===== config.mk =====
export PLATFORM = sky130hd
export DESIGN_NAME = friscv_axi4l_initiator
export DESIGN_NICKNAME = d
export VERILOG_FILES = /design/src/rtl/friscv_axi4l_initiator.sv
export SDC_FILE = /design/constraint.sdc
export NUM_CORES = 1
export LEC_CHECK = 0
export CELL_PAD_IN_SITES_DETAIL_PLACEMENT = 0
export CELL_PAD_IN_SITES_GLOBAL_PLACEMENT = 1
export CORE_UTILIZATION = 29
export DETAILED_ROUTE_END_ITERATION = 8
export HOLD_SLACK_MARGIN = 0.02
export PLACE_DENSITY = 0.78
export SLEW_MARGIN = 20
export SYNTH_ARGS = -nofsm -noshare
export SYNTH_HDL_FRONTEND = slang
export SYNTH_SLANG_ARGS = --single-unit

===== constraint.sdc =====
create_clock -name aclk -period 5.7 [get_ports aclk]
set_input_delay 1.14 -clock aclk [delete_from_list [all_inputs] [get_ports aclk]]
set_output_delay 1.14 -clock aclk [all_outputs]
set_load 0.005 [all_outputs]

===== src/rtl/friscv_axi4l_initiator.sv =====
// AXI4-lite initiator: one single-beat read or write in flight, command/response
// handshake toward the bench, watchdog aborting any transaction that stalls.
module friscv_axi4l_initiator #(
   parameter int                  AXI_ADDR_W = 32,
   parameter int                  AXI_DATA_W = 32,
   parameter int                  AXI_ID_W   = 8,
   parameter logic [AXI_ID_W-1:0] AXI_ID     = 'h30,
   parameter int                  TIMEOUT    = 1024
) (
   input  logic                    aclk,
   input  logic                    aresetn,
   input  logic                    srst,
   input  logic                    cmd_valid,
   output logic                    cmd_ready,
   input  logic                    cmd_we,
   input  logic [AXI_ADDR_W-1:0]   cmd_addr,
   input  logic [AXI_DATA_W-1:0]   cmd_wdata,
   input  logic [AXI_DATA_W/8-1:0] cmd_wstrb,
   output logic                    rsp_valid,
   input  logic                    rsp_ready,
   output logic [AXI_DATA_W-1:0]   rsp_rdata,
   output logic [1:0]              rsp_resp,
   output logic                    rsp_timeout,
   output logic                    m_awvalid,
   input  logic                    m_awready,
   output logic [AXI_ADDR_W-1:0]   m_awaddr,
   output logic [2:0]              m_awprot,
   output logic [AXI_ID_W-1:0]     m_awid,
   output logic                    m_wvalid,
   input  logic                    m_wready,
   output logic [AXI_DATA_W-1:0]   m_wdata,
   output logic [AXI_DATA_W/8-1:0] m_wstrb,
   input  logic                    m_bvalid,
   output logic                    m_bready,
   input  logic [AXI_ID_W-1:0]     m_bid,
   input  logic [1:0]              m_bresp,
   output logic                    m_arvalid,
   input  logic                    m_arready,
   output logic [AXI_ADDR_W-1:0]   m_araddr,
   output logic [2:0]              m_arprot,
   output logic [AXI_ID_W-1:0]     m_arid,
   input  logic                    m_rvalid,
   output logic                    m_rready,
   input  logic [AXI_ID_W-1:0]     m_rid,
   input  logic [1:0]              m_rresp,
   input  logic [AXI_DATA_W-1:0]   m_rdata
);

   localparam int WDOG_W = $clog2(TIMEOUT + 1);

   typedef enum logic [2:0] {IDLE, WRITE, WAIT_B, READ, WAIT_R, RESP} state_t;

   state_t                  state, state_nxt;
   logic [WDOG_W-1:0]       wdog, wdog_nxt, wdog_inc;
   logic                    aw_done, aw_done_nxt, w_done, w_done_nxt;
   logic                    awvalid_nxt, wvalid_nxt, bready_nxt, arvalid_nxt, rready_nxt;
   logic                    rsp_valid_nxt, rsp_timeout_nxt;
   logic [AXI_DATA_W-1:0]   rsp_rdata_nxt;
   logic [1:0]              rsp_resp_nxt;
   logic                    expired, abort;
   logic                    aw_hs, w_hs, b_hs, ar_hs, r_hs;
   logic [AXI_ADDR_W-1:0]   addr_q;
   logic [AXI_DATA_W-1:0]   wdata_q;
   logic [AXI_DATA_W/8-1:0] wstrb_q;

   assign cmd_ready = (state == IDLE);
   assign aw_hs     = m_awvalid & m_awready;
   assign w_hs      = m_wvalid & m_wready;
   assign b_hs      = m_bvalid & m_bready;
   assign ar_hs     = m_arvalid & m_arready;
   assign r_hs      = m_rvalid & m_rready;

   assign m_awaddr = addr_q;
   assign m_araddr = addr_q;
   assign m_wdata  = wdata_q;
   assign m_wstrb  = wstrb_q;
   assign m_awprot = 3'b000;
   assign m_arprot = 3'b000;
   assign m_awid   = AXI_ID;
   assign m_arid   = AXI_ID;

   always_comb begin
      state_nxt       = state;
      wdog_nxt        = wdog;
      aw_done_nxt     = aw_done;
      w_done_nxt      = w_done;
      awvalid_nxt     = m_awvalid;
      wvalid_nxt      = m_wvalid;
      bready_nxt      = m_bready;
      arvalid_nxt     = m_arvalid;
      rready_nxt      = m_rready;
      rsp_valid_nxt   = rsp_valid;
      rsp_rdata_nxt   = rsp_rdata;
      rsp_resp_nxt    = rsp_resp;
      rsp_timeout_nxt = rsp_timeout;
      abort           = 1'b0;
      wdog_inc        = wdog + WDOG_W'(1);
      expired         = (wdog_inc == WDOG_W'(TIMEOUT));

      case (state)
         IDLE: begin
            if (cmd_valid) begin
               wdog_nxt    = '0;
               aw_done_nxt = 1'b0;
               w_done_nxt  = 1'b0;
               if (cmd_we) begin
                  state_nxt   = WRITE;
                  awvalid_nxt = 1'b1;
                  wvalid_nxt  = 1'b1;
               end else begin
                  state_nxt   = READ;
                  arvalid_nxt = 1'b1;
               end
            end
         end
         WRITE: begin
            // AW and W retire independently; a handshake on the expiry cycle still counts
            wdog_nxt    = wdog_inc;
            aw_done_nxt = aw_done | aw_hs;
            w_done_nxt  = w_done | w_hs;
            if (aw_hs) awvalid_nxt = 1'b0;
            if (w_hs)  wvalid_nxt  = 1'b0;
            if ((aw_done | aw_hs) && (w_done | w_hs)) begin
               state_nxt  = WAIT_B;
               bready_nxt = 1'b1;
            end else if (expired) begin
               abort = 1'b1;
            end
         end
         WAIT_B: begin
            wdog_nxt = wdog_inc;
            if (b_hs) begin
               state_nxt       = RESP;
               bready_nxt      = 1'b0;
               rsp_valid_nxt   = 1'b1;
               rsp_rdata_nxt   = '0;
               rsp_resp_nxt    = (m_bid == AXI_ID) ? m_bresp : 2'b11;
               rsp_timeout_nxt = 1'b0;
            end else if (expired) begin
               abort = 1'b1;
            end
         end
         READ: begin
            wdog_nxt = wdog_inc;
            if (ar_hs) begin
               state_nxt   = WAIT_R;
               arvalid_nxt = 1'b0;
               rready_nxt  = 1'b1;
            end else if (expired) begin
               abort = 1'b1;
            end
         end
         WAIT_R: begin
            wdog_nxt = wdog_inc;
            if (r_hs) begin
               state_nxt       = RESP;
               rready_nxt      = 1'b0;
               rsp_valid_nxt   = 1'b1;
               rsp_rdata_nxt   = m_rdata;
               rsp_resp_nxt    = (m_rid == AXI_ID) ? m_rresp : 2'b11;
               rsp_timeout_nxt = 1'b0;
            end else if (expired) begin
               abort = 1'b1;
            end
         end
         RESP: begin
            if (rsp_ready) begin
               state_nxt     = IDLE;
               rsp_valid_nxt = 1'b0;
            end
         end
         default: state_nxt = IDLE;
      endcase

      // Watchdog abort deliberately withdraws valids mid-handshake and ignores late responses
      if (abort) begin
         state_nxt       = RESP;
         awvalid_nxt     = 1'b0;
         wvalid_nxt      = 1'b0;
         bready_nxt      = 1'b0;
         arvalid_nxt     = 1'b0;
         rready_nxt      = 1'b0;
         rsp_valid_nxt   = 1'b1;
         rsp_rdata_nxt   = '0;
         rsp_resp_nxt    = 2'b10;
         rsp_timeout_nxt = 1'b1;
      end
   end

   always_ff @(posedge aclk or negedge aresetn) begin
      if (!aresetn) begin
         state       <= IDLE;
         wdog        <= '0;
         aw_done     <= 1'b0;
         w_done      <= 1'b0;
         m_awvalid   <= 1'b0;
         m_wvalid    <= 1'b0;
         m_bready    <= 1'b0;
         m_arvalid   <= 1'b0;
         m_rready    <= 1'b0;
         rsp_valid   <= 1'b0;
         rsp_rdata   <= '0;
         rsp_resp    <= 2'b00;
         rsp_timeout <= 1'b0;
      end else if (srst) begin
         state       <= IDLE;
         wdog        <= '0;
         aw_done     <= 1'b0;
         w_done      <= 1'b0;
         m_awvalid   <= 1'b0;
         m_wvalid    <= 1'b0;
         m_bready    <= 1'b0;
         m_arvalid   <= 1'b0;
         m_rready    <= 1'b0;
         rsp_valid   <= 1'b0;
         rsp_rdata   <= '0;
         rsp_resp    <= 2'b00;
         rsp_timeout <= 1'b0;
      end else begin
         state       <= state_nxt;
         wdog        <= wdog_nxt;
         aw_done     <= aw_done_nxt;
         w_done      <= w_done_nxt;
         m_awvalid   <= awvalid_nxt;
         m_wvalid    <= wvalid_nxt;
         m_bready    <= bready_nxt;
         m_arvalid   <= arvalid_nxt;
         m_rready    <= rready_nxt;
         rsp_valid   <= rsp_valid_nxt;
         rsp_rdata   <= rsp_rdata_nxt;
         rsp_resp    <= rsp_resp_nxt;
         rsp_timeout <= rsp_timeout_nxt;
      end
   end

   // Command payload needs no reset: it is only observed while a valid is up
   always_ff @(posedge aclk) begin
      if (cmd_valid && cmd_ready) begin
         addr_q  <= cmd_addr;
         wdata_q <= cmd_wdata;
         wstrb_q <= cmd_wstrb;
      end
   end

endmodule


# Yosys cells after proc, flatten, opt, wreduce, memory -nomap -nowiden
# Index checks and enable logic that the tools add are counted.
# classes
n_addsub,1
n_mux,71
reduce_logical,22
n_bitwise,7
n_eq_ne,19
# op_table
cell,n
$mux W32,4
$pmux W32 S2,1
$mux W1,36
$ne A4 B4 Y1 const B,7
$mux W3,8
$mux W11,2
$pmux W11 S2,1
$reduce_bool A4 Y1,5
$pmux W3 S6,1
$eq A8 B6 Y1 const B,2
$pmux W1 S2,8
$reduce_and A4 Y1,4
$mux W2,7
$add A11 B1 Y11 const B,1
$eq A11 B11 Y1 const B,1
$reduce_and A3 Y1,3
$ne A4 B3 Y1 const B,2
$eq A3 B2 Y1 const B,2
$eq A3 B3 Y1 const B,2
$reduce_and A6 Y1,1
$reduce_bool A3 Y1,2
$and A1 B1 Y1,5
$reduce_bool A5 Y1,1
$ne A4 B2 Y1 const B,1
other kinds (10),13
# word_totals
out_inout_bits,164
input_bits,131
word_cells,136
reg_bits,125

# Depth between registers and ports, before layout
# Gate-level depths: netlist of the first run.
# logic_depth
word_depth,7
ltp_mapped,10

# Least setup slack after synthesis of the first run
# OpenSTA, ideal clock, no wires.
# synth_path
path_type,input to register
start,in cmd_valid
end,"reg addr_q[0], in the netlist m_araddr[0] (enable)"
path_buffers,0
setup_slack_ps,1127
required_ps,5205
setup_time_ps,495
arrival_time_ps,4078
cell_stages,2
path_cell_list,nand2_1 -> nor2_1
# synth_between
elab_chain_cells,1
# synth_lines
item,line_no,source
start: declaration,13,"input logic cmd_valid,"
$logic_and A1 B1 Y1,238,if (cmd_valid && cmd_ready) begin
end signal: assignment,239,addr_q <= cmd_addr;
end: declaration,62,logic [AXI_ADDR_W-1:0] addr_q;
# No other way between the ends.
# A chain may end at the register's enable or synchronous reset.

# Worst setup path after layout of the first run
# layout_path
start,reg state[0]
end,out cmd_ready
# layout_between
elab_chain_cells,1
# layout_lines
item,line_no,source
start: declaration,53,"state_t state, state_nxt;"
start signal: assignment,220,state <= state_nxt;
$logic_not A3 Y1,66,assign cmd_ready = (state == IDLE);
end: declaration,14,"output logic cmd_ready,"
# No other way between the ends.

==> results of run 1 <==
-- critical path: cells and delay by family, from the launching register on --
kind	cells	cell delay, ns
flops	1	0.68
buf+inv	1	0.59
simple gates	1	0.45
-- placed cells by master, fill, tap and decap left out, types with 2 or more instances in the layout --
cell               n
o31ai_1            2
nor4b_1            4
inv_6              4
nor2_2             4
nand4_1            5
conb_1            22
clkdlybuf4s50_1  271
o221ai_1           2
a2bb2oi_1          2
inv_1              4
clkinv_4           5
bufinv_16          3
edfxtp_1          68
nand2_1           57
a21oi_2           27
and3_1             7
nor2_1            17
buf_4              4
nor3_1             4
o41ai_1            3
nor2b_1            5
o21ai_0           17
dfrtp_1           57
a21oi_1           26
o21ai_1            4
clkbuf_16         17
nand3_1           40
a31oi_1            7
-- area by class of cell --
type / instances / share of cell area (%)
repair buffers: 276 / 31.68
inverters: 4 / 0.1731
well taps: 229 / 3.304
clock buffers: 18 / 4.949
multi-input cells: 278 / 17.80
flip-flops and latches: 125 / 39.99
clock inverters: 14 / 2.092
-- power by group through the flow --
stage	logic, mW	registers [mW]	clock network [mW]
2_1_floorplan	0.436	1.28	0
4_1_cts	0.947	1.28	1.14
3_5_place_dp	0.939	1.30	0
5_1_grt	1.01	1.31	1.19
3_3_place_gp	0.932	1.30	0
6_report	0.932	1.28	1.12
-- layer usage --
metal / vias to the layer above / GRT usage (%)
met5: - / 0
met4: 2 / 6.491
met3: 19 / 6.263
met2: 226 / 28.27
met1: 2086 / 19.95
li1: 2064 / -
-- cell families after synthesis --
group | synth area share, %
buffers and inverters | 10.19
flip-flops | 63.33
adder cells (fa/ha/maj) | 0.2284
XOR/XNOR | 0.1600
other | 0.1371
AO/OA/AOI/OAI | 11.99
AND/OR/NAND/NOR | 13.96
-- stage by stage --
stage	instance area [sq um]	hold WS (ns)	cells	util, %
floorplan	5552	0.4568	486	-
global placement	8060	0.4768	912	44.27
detailed placement	8061	0.4902	912	44.27
CTS	8672	0.5029	944	47.63
global route	8672	0.5184	944	47.63
finish	8672	0.4993	944	47.63
-- sequential cells by signal (all words and copies together), names as in the netlist, 2 cells and up --
| signal | flops |
|---|---|
| m_araddr | 32 |
| m_wdata | 32 |
| rsp_rdata | 32 |
| wdog | 11 |
| m_wstrb | 4 |
| state | 3 |
| rsp_resp | 2 |
-- path summary, 6_finish.rpt --
path | end
setup / recovery | cmd_ready
hold / removal | wdog[10]$_DFFE_PN0P_
setup reg to reg | rsp_rdata[10]$_DFFE_PN0P_
hold reg to reg | wdog[10]$_DFFE_PN0P_
max in group asynchronous | wdog[8]$_DFFE_PN0P_
min in group asynchronous | aw_done$_DFFE_PN0P_
==> flow_metrics.py, run 1 <==
metrics = {
    "finish": {
        "finalNetCount": 834,
        "multiInputGateArea_sq_mm": 0.001544,
        "regArea_sq_mm": 0.003468,
        "drive_above_1_share_pct": 10.49,
        "diodes": 0,
        "syn_to_final_growth_pct": 58.35,
        "nFillCells": 1626,
    },
    "power": {
        "intPower_mw": 2.358,
        "switchingPower_mw": 0.9731,
        "switching_share_pct": 29.21,
        "p_comb_share_pct": 28.0,
        "vdd_drop_max_mv": 0.1785,
        "clockPowerShare_pct": 33.6,
        "total_power_mw": 3.331,
        "p_leak_nw": 3.230,
        "power_frac_seq_pct": 38.5,
        "powerDensity_mw_per_mm2": 384.1,
    },
    "yosys": {
        "yosysSeqAreaShare_pct": 63.33,
        "yosysMostFrequentCell": "edfxtp_1",
        "synth_cell_types": 45,
        "postSynthAreaPerCell_sq_um": 11.75,
        "ys_warn_count": 0,
        "synth_top_cell_by_area": "edfxtp_1",
        "yosysTopAreaCellShare_pct": 37.29,
        "synth_edf_count": 68,
        "synthCells": 466,
        "synth_common_cells": "68 x edfxtp_1, 57 x dfrtp_1, 57 x nand2_1",
        "ys_seq_elements": 125,
        "syn_area_sq_mm": 0.005477,
        "synthFlopType": "edfxtp_1",
        "synth.area.top_cells": "edfxtp_1 37%, dfrtp_1 26%, buf_4 7.4%",
        "async_reset_ff_share_pct": 45.60,
    },
    "timing": {
        "post-route-period-util_pct": 57.55,
        "finalSetupViolations": 0,
        "rsz0062_at_grt": "false",
        "fmaxAchievable_ghz": 0.3049,
        "finalSetupTns_ns": 0,
        "fin_skew_ns": 0.008864,
        "hold_viol": 0,
        "post-route-min-period_ns": 3.280,
        "relSlewSlack_pct": 33.64,
        "worst_slack_ns": 2.420,
        "drv_slew": 0,
        "tightest_slew_ns": 0.9954,
    },
    "clocking": {
        "cts_root_buffer": "clkbuf_16",
        "cts.sinks": 125,
        "htree_num_levels": 4,
        "cts_tree": "built",
        "post-cts-setup-buffers": 0,
        "cts_made_buffers": 17,
        "clk_path_buf_depth": 2,
        "cts-resized-gates": 0,
        "insertion_delay_ns": 0.42,
        "holdBufCountCts": 0,
        "clk_pin_slew_ns": 0.06,
    },
    "critical_path": {
        "ff2ff_setup_slack_ns": 2.82,
        "end_kind": "primary output",
        "max_stage_delay_ns": 0.68,
        "critPathSlowestCell": "dfrtp_1",
        "critPathLaunch": "state[0]$_DFFE_PN0P_",
        "cp_max_fo": 26,
        "r2r_cells": 7,
        "path_class": "reg -> out",
        "r2r_start": "wdog[0]$_DFFE_PN0P_",
        "crit_required_ns": 4.56,
        "arrival_ns": 2.14,
        "path_cells": "nor3_1, clkdlybuf4s50_1",
        "start_kind": "register",
    },
    "run": {
        "maxCapViolCount": 0,
    },
    "drt": {
        "num_vias": 4397,
        "wl_per_cell_um": 17.15,
        "drc": 0,
        "dr.pass1.iters": 5,
        "wl_met3_um": 1446,
        "wl_um": 16190,
        "top_layer": "met5",
        "drt_iter0_markers": 329,
        "wl_met1_um": 6398,
        "antenna_left": 0,
        "met2_length_um": 8094,
        "viasPerCell": 4.658,
    },
    "place": {
        "port_buffers": 272,
        "dp_hpwl_um": 11800,
        "gp_congestion": 0.8185,
        "post-place-ws_ns": 2.297,
    },
    "run_status": {
        "status": "complete, no violations",
    },
    "floorplan": {
        "die_h_um": 139.4,
        "core_sq_mm": 0.01821,
        "die_x_um": 139.4,
        "ios": 295,
        "num_rows": 49,
        "start_util_pct": 30.08,
        "dieArea_sq_mm": 0.01944,
    },
    "global_route": {
        "grt_overflow": 0,
        "track_usage_pct": 17.00,
        "grt_pass1_wl_um": 24980,
        "grt_pass1_vias": 4365,
        "antenna_found_initial": 1,
        "grt_max_degree": 69,
    },
    "hold_path": {
        "whs_path_depth": 1,
        "hold_class": "reg -> reg",
        "hold_start": "wdog[10]$_DFFE_PN0P_",
    },
}
(Power assumes the default switching activity.)
==> run 2, diff against run 1 <==
- CORE_UTILIZATION: 29 -> 26
- PLACE_DENSITY: 0.78 -> 0.74
- clock period: 5.7 -> 2.93 ns (I/O delays scaled with it)
==> flow_metrics.py, run 2 (same netlist as run 1, synthesis figures left out) <==
metrics = {
    "run_status": {
        "status": "complete, no violations",
    },
    "global_route": {
        "track_usage_pct": 15.71,
        "grt_max_degree": 69,
        "grt_overflow": 0,
        "grt_pass1_vias": 4266,
        "grt_pass1_wl_um": 25220,
        "antenna_found_initial": 1,
    },
    "finish": {
        "final_common_cell": "clkdlybuf4s50_1",
        "nFillCells": 1941,
        "regArea_sq_mm": 0.003468,
        "syn_to_final_growth_pct": 61.02,
        "multiInputGateArea_sq_mm": 0.001543,
        "diodes": 0,
        "drive_above_1_share_pct": 11.46,
        "finalNetCount": 843,
        "post-route-util_pct": 43.17,
        "final_area_sq_mm": 0.008818,
        "layout_common_cells": "271 x clkdlybuf4s50_1, 68 x edfxtp_1, 57 x nand2_1, 57 x dfrtp_1, 40 x nand3_1",
    },
    "clocking": {
        "post-cts-setup-buffers": 0,
        "cts-resized-gates": 0,
        "holdBufCountCts": 0,
        "htree_num_levels": 4,
        "cts_tree": "built",
        "cts_root_buffer": "clkbuf_16",
        "cts.sinks": 125,
        "clk_pin_slew_ns": 0.06,
        "cts_made_buffers": 17,
        "clk_path_buf_depth": 2,
        "insertion_delay_ns": 0.41,
    },
    "floorplan": {
        "die_h_um": 147.1,
        "start_util_pct": 26.81,
        "ios": 295,
        "die_x_um": 147.1,
        "core_sq_mm": 0.02043,
        "num_rows": 52,
        "dieArea_sq_mm": 0.02165,
    },
    "power": {
        "p_leak_nw": 3.282,
        "powerDensity_mw_per_mm2": 744.6,
        "vdd_drop_max_mv": 0.2598,
        "total_power_mw": 6.566,
    },
    "timing": {
        "rsz0062_at_grt": "false",
        "post-route-min-period_ns": 2.417,
        "hold_viol": 0,
        "tightest_slew_ns": 0.6905,
        "relSlewSlack_pct": 53.36,
        "drv_slew": 0,
        "finalSetupViolations": 0,
        "finalSetupTns_ns": 0,
        "post-route-period-util_pct": 82.50,
        "fmaxAchievable_ghz": 0.4137,
        "fin_skew_ns": 0.01118,
    },
    "drt": {
        "drt_iter0_markers": 198,
        "drc": 0,
        "wl_per_cell_um": 16.88,
        "viasPerCell": 4.369,
        "wl_um": 16780,
        "dr.pass1.iters": 4,
        "num_vias": 4343,
        "antenna_left": 0,
    },
    "run": {
        "maxCapViolCount": 0,
    },
    "place": {
        "gp_congestion": 0.7628,
        "placed_area_sq_mm": 0.008204,
        "port_buffers": 272,
        "dp_hpwl_um": 12560,
    },
    "critical_path": {
        "max_stage_delay_ns": 0.57,
        "crit_required_ns": 2.34,
        "cp_max_fo": 11,
        "critPathLaunch": "state[2]$_DFFE_PN0P_",
        "arrival_ns": 1.83,
        "path_class": "reg -> out",
        "r2r_start": "wdog[0]$_DFFE_PN0P_",
        "critPathSlowestCell": "clkdlybuf4s50_1",
        "end_kind": "primary output",
        "start_kind": "register",
        "path_cells": "nor3_1, clkdlybuf4s50_1",
        "r2r_cells": 8,
    },
    "hold_path": {
        "hold_class": "in -> async",
    },
}
==> run 2: worst max-delay path, delay by kind of cell (launching register included) <==
family | cells | cell delay [ns]
buffers and inverters | 1 | 0.57
DFF | 1 | 0.50
and+or+nand+nor | 1 | 0.35
==> run 2: layout make-up <==
class / count / share of cell area (%)
multi-input combinational: 278 / 17.49
clock buffer: 17 / 4.824
timing repair buffer: 285 / 32.21
sequential: 125 / 39.33
inverter: 4 / 0.1703
tap: 270 / 3.831
clock inverter: 15 / 2.142
==> run 2: report_power, final <==
group          total [mW]  switching [mW]  leakage [nW]  internal (mW)
Combinational        1.93           0.905          1.56           1.03
Sequential           2.45           0.200          1.43           2.25
Clock                2.18           0.827         0.295           1.35
==> run 2: worst paths after layout <==
check | slack (ns) | endpoint
min in group aclk | 0.50 | wdog[10]$_DFFE_PN0P_
worst max register to register | 0.52 | rsp_rdata[11]$_DFFE_PN0P_
max in group asynchronous | 2.41 | rsp_rdata[16]$_DFFE_PN0P_
worst min register to register | 0.50 | wdog[10]$_DFFE_PN0P_
worst min-delay path | 0.18 | wdog[0]$_DFFE_PN0P_
worst max-delay path | 0.51 | cmd_ready
==> run 2: per-layer routing <==
layer  wire length [um]  GRT usage [%]  share of wire [%]  up-vias
li1                   -              -                  -     2083
met1               6601          17.99                 39     2037
met2               8553          27.48                 51      204
met3               1382          5.062                8.2       17
met4                235          5.258                1.4        2
met5                  9              0              0.054        -
==> run 2: through the flow <==
stage	setup slack, ns	hold slack [ns]	cells
floorplan	0.5422	0.2904	486
finish	0.5126	0.1774	994
global route	0.3495	0.2081	994
CTS	0.5049	0.1687	994
global placement	0.4632	0.4819	962
detailed placement	0.4044	0.4819	962
==> run 3, diff against run 2 <==
- CORE_UTILIZATION: 26 -> 29
- PLACE_DENSITY: 0.74 -> 0.78
- clock period: 2.93 -> 2.47 ns (I/O delays scaled with it)
==> flow_metrics.py, run 3 (same netlist as run 1, synthesis figures left out) <==
metrics = {
    "run_status": {
        "status": "complete, no violations",
    },
    "finish": {
        "regArea_sq_mm": 0.003468,
        "finalNetCount": 853,
        "final_common_cell": "clkdlybuf4s50_1",
        "diodes": 0,
        "nFillCells": 1591,
        "drive_above_1_share_pct": 12.96,
        "layout_common_cells": "271 x clkdlybuf4s50_1, 68 x edfxtp_1, 57 x nand2_1, 57 x dfrtp_1, 40 x nand3_1",
        "syn_to_final_growth_pct": 61.09,
        "multiInputGateArea_sq_mm": 0.001551,
        "post-route-util_pct": 48.45,
    },
    "place": {
        "dp_hpwl_um": 12680,
        "gp_congestion": 0.8271,
        "port_buffers": 272,
    },
    "critical_path": {
        "path_class": "reg -> reg",
        "cp_max_fo": 36,
        "start_kind": "register",
        "r2r_cells": 8,
        "arrival_ns": 2.55,
        "r2r_start": "wdog[0]$_DFFE_PN0P_",
        "critPathLaunch": "wdog[0]$_DFFE_PN0P_",
        "crit_required_ns": 2.75,
        "end_kind": "register",
    },
    "global_route": {
        "grt_pass1_wl_um": 25560,
        "antenna_found_initial": 0,
        "grt_pass1_vias": 4367,
        "track_usage_pct": 17.66,
        "grt_max_degree": 58,
        "grt_overflow": 0,
    },
    "clocking": {
        "cts_tree": "built",
        "holdBufCountCts": 0,
        "cts_made_buffers": 17,
        "insertion_delay_ns": 0.41,
        "clk_pin_slew_ns": 0.06,
        "clk_path_buf_depth": 2,
        "cts.sinks": 125,
        "htree_num_levels": 4,
        "cts_root_buffer": "clkbuf_16",
    },
    "timing": {
        "fin_skew_ns": 0.007136,
        "rsz0062_at_grt": "false",
        "relSlewSlack_pct": 51.08,
        "tightest_slew_ns": 0.7338,
        "finalSetupTns_ns": 0,
        "drv_slew": 0,
        "fmaxAchievable_ghz": 0.4399,
        "post-route-period-util_pct": 92.04,
        "post-route-min-period_ns": 2.273,
        "hold_viol": 0,
        "finalSetupViolations": 0,
    },
    "power": {
        "vdd_drop_max_mv": 0.4397,
        "powerDensity_mw_per_mm2": 873.4,
        "p_leak_nw": 3.306,
    },
    "drt": {
        "wl_per_cell_um": 17.63,
        "viasPerCell": 4.679,
        "drt_iter0_markers": 176,
        "wl_um": 16960,
        "met2_length_um": 8741,
        "wl_met3_um": 1437,
        "wl_met1_um": 6531,
        "antenna_left": 0,
        "dr.pass1.iters": 4,
        "num_vias": 4501,
        "drc": 0,
        "top_layer": "met4",
    },
    "floorplan": {
        "num_rows": 49,
        "dieArea_sq_mm": 0.01944,
        "ios": 295,
        "core_sq_mm": 0.01821,
        "die_x_um": 139.4,
        "die_h_um": 139.4,
        "start_util_pct": 30.08,
    },
    "hold_path": {
        "hold_class": "in -> async",
    },
    "run": {
        "maxCapViolCount": 0,
    },
}
## run 3: critical path, cell delays in order (launching register included)
cell	delay (ns)
dfrtp_1	0.45
ha_2	0.26
nand2_1	0.12
nor3_2	0.29
xor2_1	0.24
and3_2	0.28
a21o_2	0.16
buf_12	0.22
a21oi_1	0.08
## run 3: final cells by class
type,instances,area share (%)
multi-input cells,278,17.59
clock buffers,17,4.822
flip-flops and latches,125,39.31
repair buffers,295,33.47
well taps,229,3.248
clock inverters,14,1.390
inverters,4,0.1702
## run 3: path summary, 6_finish.rpt
path / to / slack [ns]
max in group asynchronous: rsp_rdata[14]$_DFFE_PN0P_ / 1.75
worst max register to register: rsp_rdata[8]$_DFFE_PN0P_ / 0.20
worst min register to register: wdog[10]$_DFFE_PN0P_ / 0.50
worst min-delay path: rsp_rdata[4]$_DFFE_PN0P_ / 0.22
worst max-delay path: rsp_rdata[8]$_DFFE_PN0P_ / 0.20
min in group aclk: wdog[10]$_DFFE_PN0P_ / 0.50
## run 3: what timing repair did
action | in CTS | in global routing
gates resized for setup | 0 | 3
endpoints found under the setup margin | 0 | 37
buffers inserted | 0 | 0
## run 3: where the power goes
group	switching, mW	internal, mW
registers	0.262	2.67
clock network	0.945	1.38
logic	1.08	1.37
## run 3: metrics by stage
step	hold slack [ns]	instances	worst slack [ns]	power (mW)	area (sq um)
after floorplan	0.1984	486	0.08224	3.934	5559
after global placement	0.4736	931	0.2373	5.402	8265
after detailed placement	0.4854	931	0.1660	5.436	8265
after CTS	0.2433	962	0.1028	7.797	8813
after global routing	0.2996	962	0.01277	8.085	8822
final	0.2197	962	0.1966	7.706	8822
## run 3: metal layers
metal / GRT usage, % / vias to the layer above
met1: 19.91 / 2167
met4: 6.082 / 0
li1: - / 2101
met3: 6.366 / 19
met2: 30.76 / 214
met5: 0 / -
